**src/rtl/fifo_wr_arb.sv**
```systemverilog
// Round-robin write arbiter: NREQ requesters share one FIFO write port, and
// each grant lasts up to BURST beats before the grant is handed to the next requester.
module fifo_wr_arb #(
  parameter int DW    = 32,
  parameter int NREQ  = 4,
  parameter int BURST = 8,
  parameter int IW    = 2
) (
  input  logic                 clk,
  input  logic                 rst,
  input  logic [NREQ-1:0]      req,
  input  logic [NREQ*DW-1:0]   data,
  input  logic                 fifo_full,
  output logic [NREQ-1:0]      gnt,
  output logic                 push,
  output logic [DW-1:0]        din,
  output logic                 busy,
  output logic [IW-1:0]        owner
);

  localparam int CW = (BURST > 1) ? $clog2(BURST) : 1;

  typedef enum logic {
    S_IDLE  = 1'b0,
    S_BURST = 1'b1
  } state_t;

  state_t          state_q, state_d;
  logic [IW-1:0]   owner_q, owner_d;
  logic [IW-1:0]   rr_ptr_q, rr_ptr_d;
  logic [CW-1:0]   beat_cnt_q, beat_cnt_d;
  logic [NREQ-1:0] gnt_s;
  logic [DW-1:0]   din_s;
  logic            owner_req_s;
  logic            xfer_s;
  logic            last_beat_s;

  // First set request bit at or above ptr, wrapping modulo NREQ.
  function automatic logic [IW-1:0] pick_next(input logic [NREQ-1:0] r, input logic [IW-1:0] ptr);
    logic [IW-1:0] sel;
    logic          found;
    int            idx;
    sel   = ptr;
    found = 1'b0;
    for (int i = 0; i < NREQ; i++) begin
      idx = int'(ptr) + i;
      if (idx >= NREQ) idx = idx - NREQ;
      else             idx = idx;
      if (!found && r[idx]) begin
        sel   = IW'(idx);
        found = 1'b1;
      end else begin
        sel   = sel;
      end
    end
    return sel;
  endfunction

  function automatic logic [IW-1:0] inc_wrap(input logic [IW-1:0] o);
    if (int'(o) == NREQ - 1) return '0;
    else                     return o + IW'(1);
  endfunction

  assign owner_req_s = req[owner_q];
  assign xfer_s      = push;
  assign last_beat_s = (beat_cnt_q == CW'(BURST - 1));

  // Grant only the owner's beat, and only when the FIFO can take it.
  always_comb begin
    gnt_s = '0;
    din_s = '0;
    for (int i = 0; i < NREQ; i++) begin
      if ((state_q == S_BURST) && (owner_q == IW'(i)) && req[i] && !fifo_full) gnt_s[i] = 1'b1;
      else                                                                    gnt_s[i] = 1'b0;
    end
    for (int i = 0; i < NREQ; i++) begin
      din_s = din_s | (data[i*DW +: DW] & {DW{gnt_s[i]}});
    end
  end

  // Next-state logic for arbitration, burst length and rotation pointer.
  always_comb begin
    state_d    = state_q;
    owner_d    = owner_q;
    rr_ptr_d   = rr_ptr_q;
    beat_cnt_d = beat_cnt_q;
    case (state_q)
      S_IDLE: begin
        if (|req) begin
          owner_d    = pick_next(req, rr_ptr_q);
          beat_cnt_d = '0;
          state_d    = S_BURST;
        end else begin
          state_d    = S_IDLE;
        end
      end
      S_BURST: begin
        if (!owner_req_s) begin
          state_d  = S_IDLE;
          rr_ptr_d = inc_wrap(owner_q);
        end else if (xfer_s) begin
          if (last_beat_s) begin
            state_d  = S_IDLE;
            rr_ptr_d = inc_wrap(owner_q);
          end else begin
            beat_cnt_d = beat_cnt_q + CW'(1);
          end
        end else begin
          // fifo_full stall: hold everything, no timeout
          state_d = S_BURST;
        end
      end
      default: begin
        state_d = S_IDLE;
      end
    endcase
  end

  // State registers with asynchronous active-low reset.
  always_ff @(posedge clk or negedge rst) begin
    if (!rst) begin
      state_q    <= S_IDLE;
      owner_q    <= '0;
      rr_ptr_q   <= '0;
      beat_cnt_q <= '0;
    end else begin
      state_q    <= state_d;
      owner_q    <= owner_d;
      rr_ptr_q   <= rr_ptr_d;
      beat_cnt_q <= beat_cnt_d;
    end
  end

  assign gnt   = gnt_s;
  assign push  = |gnt_s;
  assign din   = din_s;
  assign busy  = (state_q == S_BURST);
  assign owner = owner_q;

endmodule

```
**config.mk**
```make
export PLATFORM = sky130hd
export DESIGN_NAME = fifo_wr_arb
export DESIGN_NICKNAME = d
export VERILOG_FILES = /design/src/rtl/fifo_wr_arb.sv
export SDC_FILE = /design/constraint.sdc
export NUM_CORES = 1
export LEC_CHECK = 0
export ABC_AREA = 0
export CAP_MARGIN = 40
export CORE_AREA = 10 10 80 82
export CTS_BUF_LIST = sky130_fd_sc_hd__clkbuf_8
export CTS_CLUSTER_SIZE = 20
export DETAILED_ROUTE_END_ITERATION = 7
export DIE_AREA = 0 0 90 92
export PLACE_DENSITY = 0.87
export SKIP_CTS_REPAIR_TIMING = 1
export SLEW_MARGIN = 20
export SYNTH_ARGS = -nofsm -noshare
export SYNTH_HDL_FRONTEND = slang
export SYNTH_SLANG_ARGS = --single-unit
```
**constraint.sdc**
```tcl
create_clock -name clk -period 4.3 [get_ports clk]
set_input_delay 1.29 -clock clk [delete_from_list [all_inputs] [get_ports clk]]
set_output_delay 1.29 -clock clk [all_outputs]
set_load 0.02 [all_outputs]
```
**Word-level counts from Yosys, hierarchy flattened**

Index checks and enable logic that the tools add are counted.

- Flip-flop bits (word level): 8
- Bits in latches: 0
- Bits in writable memories: 0
- Bits in read-only memories: 0
- Input port bits: 135
- Output and inout port bits: 40
- Word-level logic and storage cells: 123
- Memories: 0

- Add/subtract/negate cells: 9
- Multiply operators: 0
- Div/mod/pow operators: 0
- Order comparisons: 9
- Eq/ne operators: 11
- Shifts and indexed selects: 0
- Mux-type cells: 57
- Bitwise logic cells: 8
- Reductions and logical operators: 25

Operators by type and width:

| cell | count |
|---|---|
| 32-bit 2-to-1 mux | 12 |
| 32-bit AND | 4 |
| 32-bit by 4-bit < comparator with 1-bit output (second input constant) | 4 |
| 32-bit OR | 3 |
| 1-bit 2-to-1 mux | 26 |
| 2-bit 2-to-1 mux | 8 |
| 1-bit logical AND | 15 |
| 3-bit 2-to-1 mux | 4 |
| 3-bit by 3-bit subtractor with 4-bit output (second input constant) | 3 |
| 1-bit binary-select mux with 2-bit select | 5 |
| 3-bit greater-or-equal comparator (second input constant) | 3 |
| 2-bit inequality test (second input constant) | 4 |
| 4-bit OR reduction | 2 |
| 2-bit by 2-bit adder with 3-bit output (second input constant) | 2 |
| 3-bit case mux with 2 select lines | 1 |
| 2-bit by 1-bit equality test with 1-bit output (second input constant) | 2 |
| 2-bit equality test (second input constant) | 2 |
| 1-bit logical NOT | 4 |
| 2-bit by 1-bit inequality test with 1-bit output (second input constant) | 2 |
| 4-bit AND reduction | 1 |
| 2-bit by 3-bit subtractor with 4-bit output (second input constant) | 1 |
| 2-bit by 1-bit adder with 3-bit output (second input constant) | 1 |
| 3-bit by 1-bit adder with 3-bit output (second input constant) | 1 |
| 3-bit equality test (second input constant) | 1 |
| other kinds (8) | 8 |

**Depth between registers and ports, before layout**

- Word-level depth: 23
- Depth in mapped cells: 7
- Depth with buffers taken out: 6

**Least setup slack after synthesis**

No wires, ideal clock.

- Path kind: in2out
- Start: input fifo_full
- End: output din[8]
- Arrival: 2.329 ns
- Required time: 3.010 ns
- Setup slack: 0.681 ns
- Cell stages on the path: 5
- Buffers on the path: 1
- Cells stage by stage: nand2b_1 -> nor2_1 -> buf_2 -> a22oi_1 -> nand2_1

- Elaborated cells between the ends (all ways): 16
- Classes of those cells: mux (4); bitwise (7); reduce/logical (5)

RTL lines:

| what | RTL line | text |
|---|---|---|
| start: declaration | 13 | `input logic fifo_full,` |
| 1-bit logical NOT | 73 | `if ((state_q == S_BURST) && (owner_q == IW'(i)) && req[i] && !fifo_full) gnt_s[i] = 1'b1;` |
| 1-bit logical AND | 73 |  |
| 1-bit 2-to-1 mux | 73 |  |
| named net gnt[3] | 14 | `output logic [NREQ-1:0] gnt,` |
| 32-bit AND | 77 | `din_s = din_s \| (data[i*DW +: DW] & {DW{gnt_s[i]}});` |
| 32-bit OR | 77 |  |
| end: declaration | 16 | `output logic [DW-1:0] din,` |

The timed path passes the listed nets, and every way through them passes these cells.

**Worst setup path in the final report**

- Start: input req[1]
- End: output push

- Word-level cells in the longest chain between the ends: 4

Ends and longest elaborated chain:

| what | RTL line | text |
|---|---|---|
| start: declaration | 11 | `input logic [NREQ-1:0] req,` |
| 1-bit logical AND (2 in series) | 73 |  |
| 1-bit 2-to-1 mux | 73 |  |
| 4-bit OR reduction | 135 | `assign push = \|gnt_s;` |
| end: declaration | 15 | `output logic push,` |

No other way between the ends.

==> flow_summary.ini <==
[power_and_ir_drop]
power.share.clock_pct = 8.5
seqPwrFrac_pct = 15.3
p_leak_nw = 1.90
post-layout-total-power_mw = 1.06
netSwitchingFraction_pct = 43.4
power.density_mw_per_mm2 = 311
vdd.ir_drop.worst_mv = 0.370
combinational_share_of_power_pct = 76.2
switchingPower_uw = 459
internal_power_uw = 600

[clocking]
clockBufferDepth = 2
clock_tree.htree_level_count = 1
cts_tree = done
tritoncts_num_sinks = 8
cts-root-buf = sky130_fd_sc_hd__clkbuf_8
clk-insertion-delay-late_ns = 0.23
path_clk_slew_ns = 0.04
cts_buffers = 3

[grt]
globalRouteTotalUtil_pct = 18.8
grt_max_degree = 26
antenna_found_initial = 0
vias_in_the_first_global_route = 2209
grt_first_pass_wirelength_um = 12600
grt_remaining_overflow = 0

[routing]
drtPass1Iterations = 5
drtAntennaViolNets = 0
drt_first_iter_violations = 116
routed_wire_length_per_instance_um = 20.3
detailroute.via_count = 2144
remaining_drc_errors = 0
postRouteWirelength_um = 8590
vias_per_cell = 5.06

[critical_path]
critical_path.startpoint = req[1]
r2r_cells = 8
crit_required_ns = 3.01
cp_max_fo = 2
reg2reg_setup_slack_ns = 2.09
rr_endpoint = rr_ptr_q[0]
timing.critical_path.arrival_ns = 2.92
crit-reg2reg-launch = owner[0]
crit_type = in -> out
setup.worst_path.end = push
cp-start-kind = input pin
cp-end-kind = primary output

[floorplanning]
fp.dieArea_sq_mm = 0.00828
die_y_um = 92
io_pins = 175
initial_core_util_pct = 26.5
floorplan.rows = 26
core_region_area_sq_mm = 0.00491
die-width_um = 90

[yosys]
synth_adder_area_share_pct = 5.77
synth-xor-area-share_pct = 0
synth-warning-count = 0
synthMuxAreaShare_pct = 6.54
dominant_combinational_cell_family_by_area_after_synthesis = compound AO/OA/AOI/OAI gates
post_synth_and_or_nand_nor_area_fraction_pct = 20.1
synthesis.instances = 172
synth_fp_nets = 313
synth-compound-area-share_pct = 46.1
syn_area_sq_mm = 0.00130
synth_cell_types = 24
synth_seq_cells = 8
average_footprint_of_a_synthesized_cell_sq_um = 7.56
seq_area_frac_synth_pct = 15.4

[placement]
dp_hpwl_um = 7160
io_buffers = 174
rd_place_congestion = 0.835
dpl-instance-area_sq_mm = 0.00326

[timing]
skew_ns = 0.00235
finalHoldViolations = 0
setup_viol = 0
period_minus_slack_ns = 4.21
slew_headroom_pct = 76.0
grt_setup_unrepaired = false
worst-slew-pin-transition_ns = 0.358
max_clock_freq_ghz = 0.238
timing_max_transition_violations_final = 0
final.period_utilization_pct = 97.9

[hold_path]
hold_class = reg -> reg

[final_layout]
area_overhead_vs_synth_pct = 162
layout.cells.most_common_list = sky130_fd_sc_hd__clkdlybuf4s50_1, sky130_fd_sc_hd__a22oi_1, sky130_fd_sc_hd__nand2_1
finish.instance_area_sq_mm = 0.00341
antennaDiodeCount = 0
drive_gt1_share_pct = 9.60
layout.cells.most_common = sky130_fd_sc_hd__clkdlybuf4s50_1
final.fill_count = 367
final_net_count = 497

[run]
maxCapViolations = 0

[outcome]
status = finished, final reports clean
## cell usage after synthesis (all sizes together)
master	instances	area share [%]
a211oi	2	2.1
a22oi	64	37
a2bb2oi	1	0.67
a41oi	1	2.1
and3	1	0.87
buf	12	4.6
dfrtp	8	15
ha	6	5.8
inv	5	1.4
mux2	3	3.5
mux2i	4	3.1
nand2	43	12
nand2b	3	1.6
nor2	6	1.7
nor2b	4	1.9
nor3b	1	0.96
o2111ai	1	1.2
o21a	1	0.58
o21ai	3	1.2
o221ai	1	0.67
o32ai	1	0.67
or4	1	0.58
## sequential cells by signal, indices dropped and copies added (netlist names)
name / count
rr_ptr_q: 2
busy: 1
owner: 2
beat_cnt_q: 3
## cell families (layout without fill, tap and decap cells)
family / count (synthesis) / after routing
AO/OA/AOI/OAI: 75 / 75
multiplexers: 7 / 7
buffers and inverters: 17 / 199
adder cells (fa/ha/maj): 6 / 6
flip-flops: 8 / 8
AND/OR/NAND/NOR: 59 / 59
## power groups by stage
stage	combinational [mW]	clock [mW]	sequential, mW
floorplan	0.386	0	0.163
global placement	0.796	0	0.155
detailed placement	0.815	0	0.160
CTS	0.819	0.0926	0.159
global route	0.868	0.0967	0.168
finish	0.808	0.0901	0.162
## critical path, cell delays in order
cell,delay [ns]
sky130_fd_sc_hd__clkdlybuf4s50_1,0.50
sky130_fd_sc_hd__nand2_1,0.11
sky130_fd_sc_hd__buf_4,0.16
sky130_fd_sc_hd__a41oi_4,0.21
sky130_fd_sc_hd__clkdlybuf4s50_1,0.65
## stage by stage
step,hold slack [ns],instances,TNS [ns],util (%),worst slack (ns)
floorplan,0.452,172,0,-,0.681
global placement,0.467,421,-5.57,66.3,-0.200
detailed placement,0.489,421,-6.50,66.3,-0.228
CTS,0.494,424,-6.76,67.1,-0.236
global route,0.526,424,0,69.3,0.0188
finish,0.497,424,0,69.3,0.0898
## layout make-up
type | instances | area (sq um) | area share (%)
multi-input cells | 147 | 1060 | 31.1
well taps | 70 | 87.6 | 2.57
repair buffers | 191 | 2000 | 58.7
clock buffers | 3 | 41.3 | 1.21
inverters | 5 | 18.8 | 0.551
flip-flops and latches | 8 | 200 | 5.88
## worst min-delay path by stage
stage | endpoint | from | slack (ns) | depth (start not counted)
global route | beat_cnt_q[0] | beat_cnt_q[0] | 0.53 | 1
CTS | beat_cnt_q[0] | beat_cnt_q[0] | 0.49 | 1
floorplan | beat_cnt_q[0] | beat_cnt_q[0] | 0.45 | 1
detailed placement | beat_cnt_q[0] | beat_cnt_q[0] | 0.49 | 1
global placement | beat_cnt_q[0] | beat_cnt_q[0] | 0.47 | 1
finish | beat_cnt_q[0] | beat_cnt_q[0] | 0.50 | 1
## layer usage
metal  part of all wire [%]  up-vias  GRT usage (%)
met4                    1.1        0           4.24
met3                    6.7        9           4.89
met2                     54      118           34.9
met5                      0        -              0
met1                     38      990           20.9
li1                       -     1027              -
No activity file was read; power rests on OpenSTA's default activity.
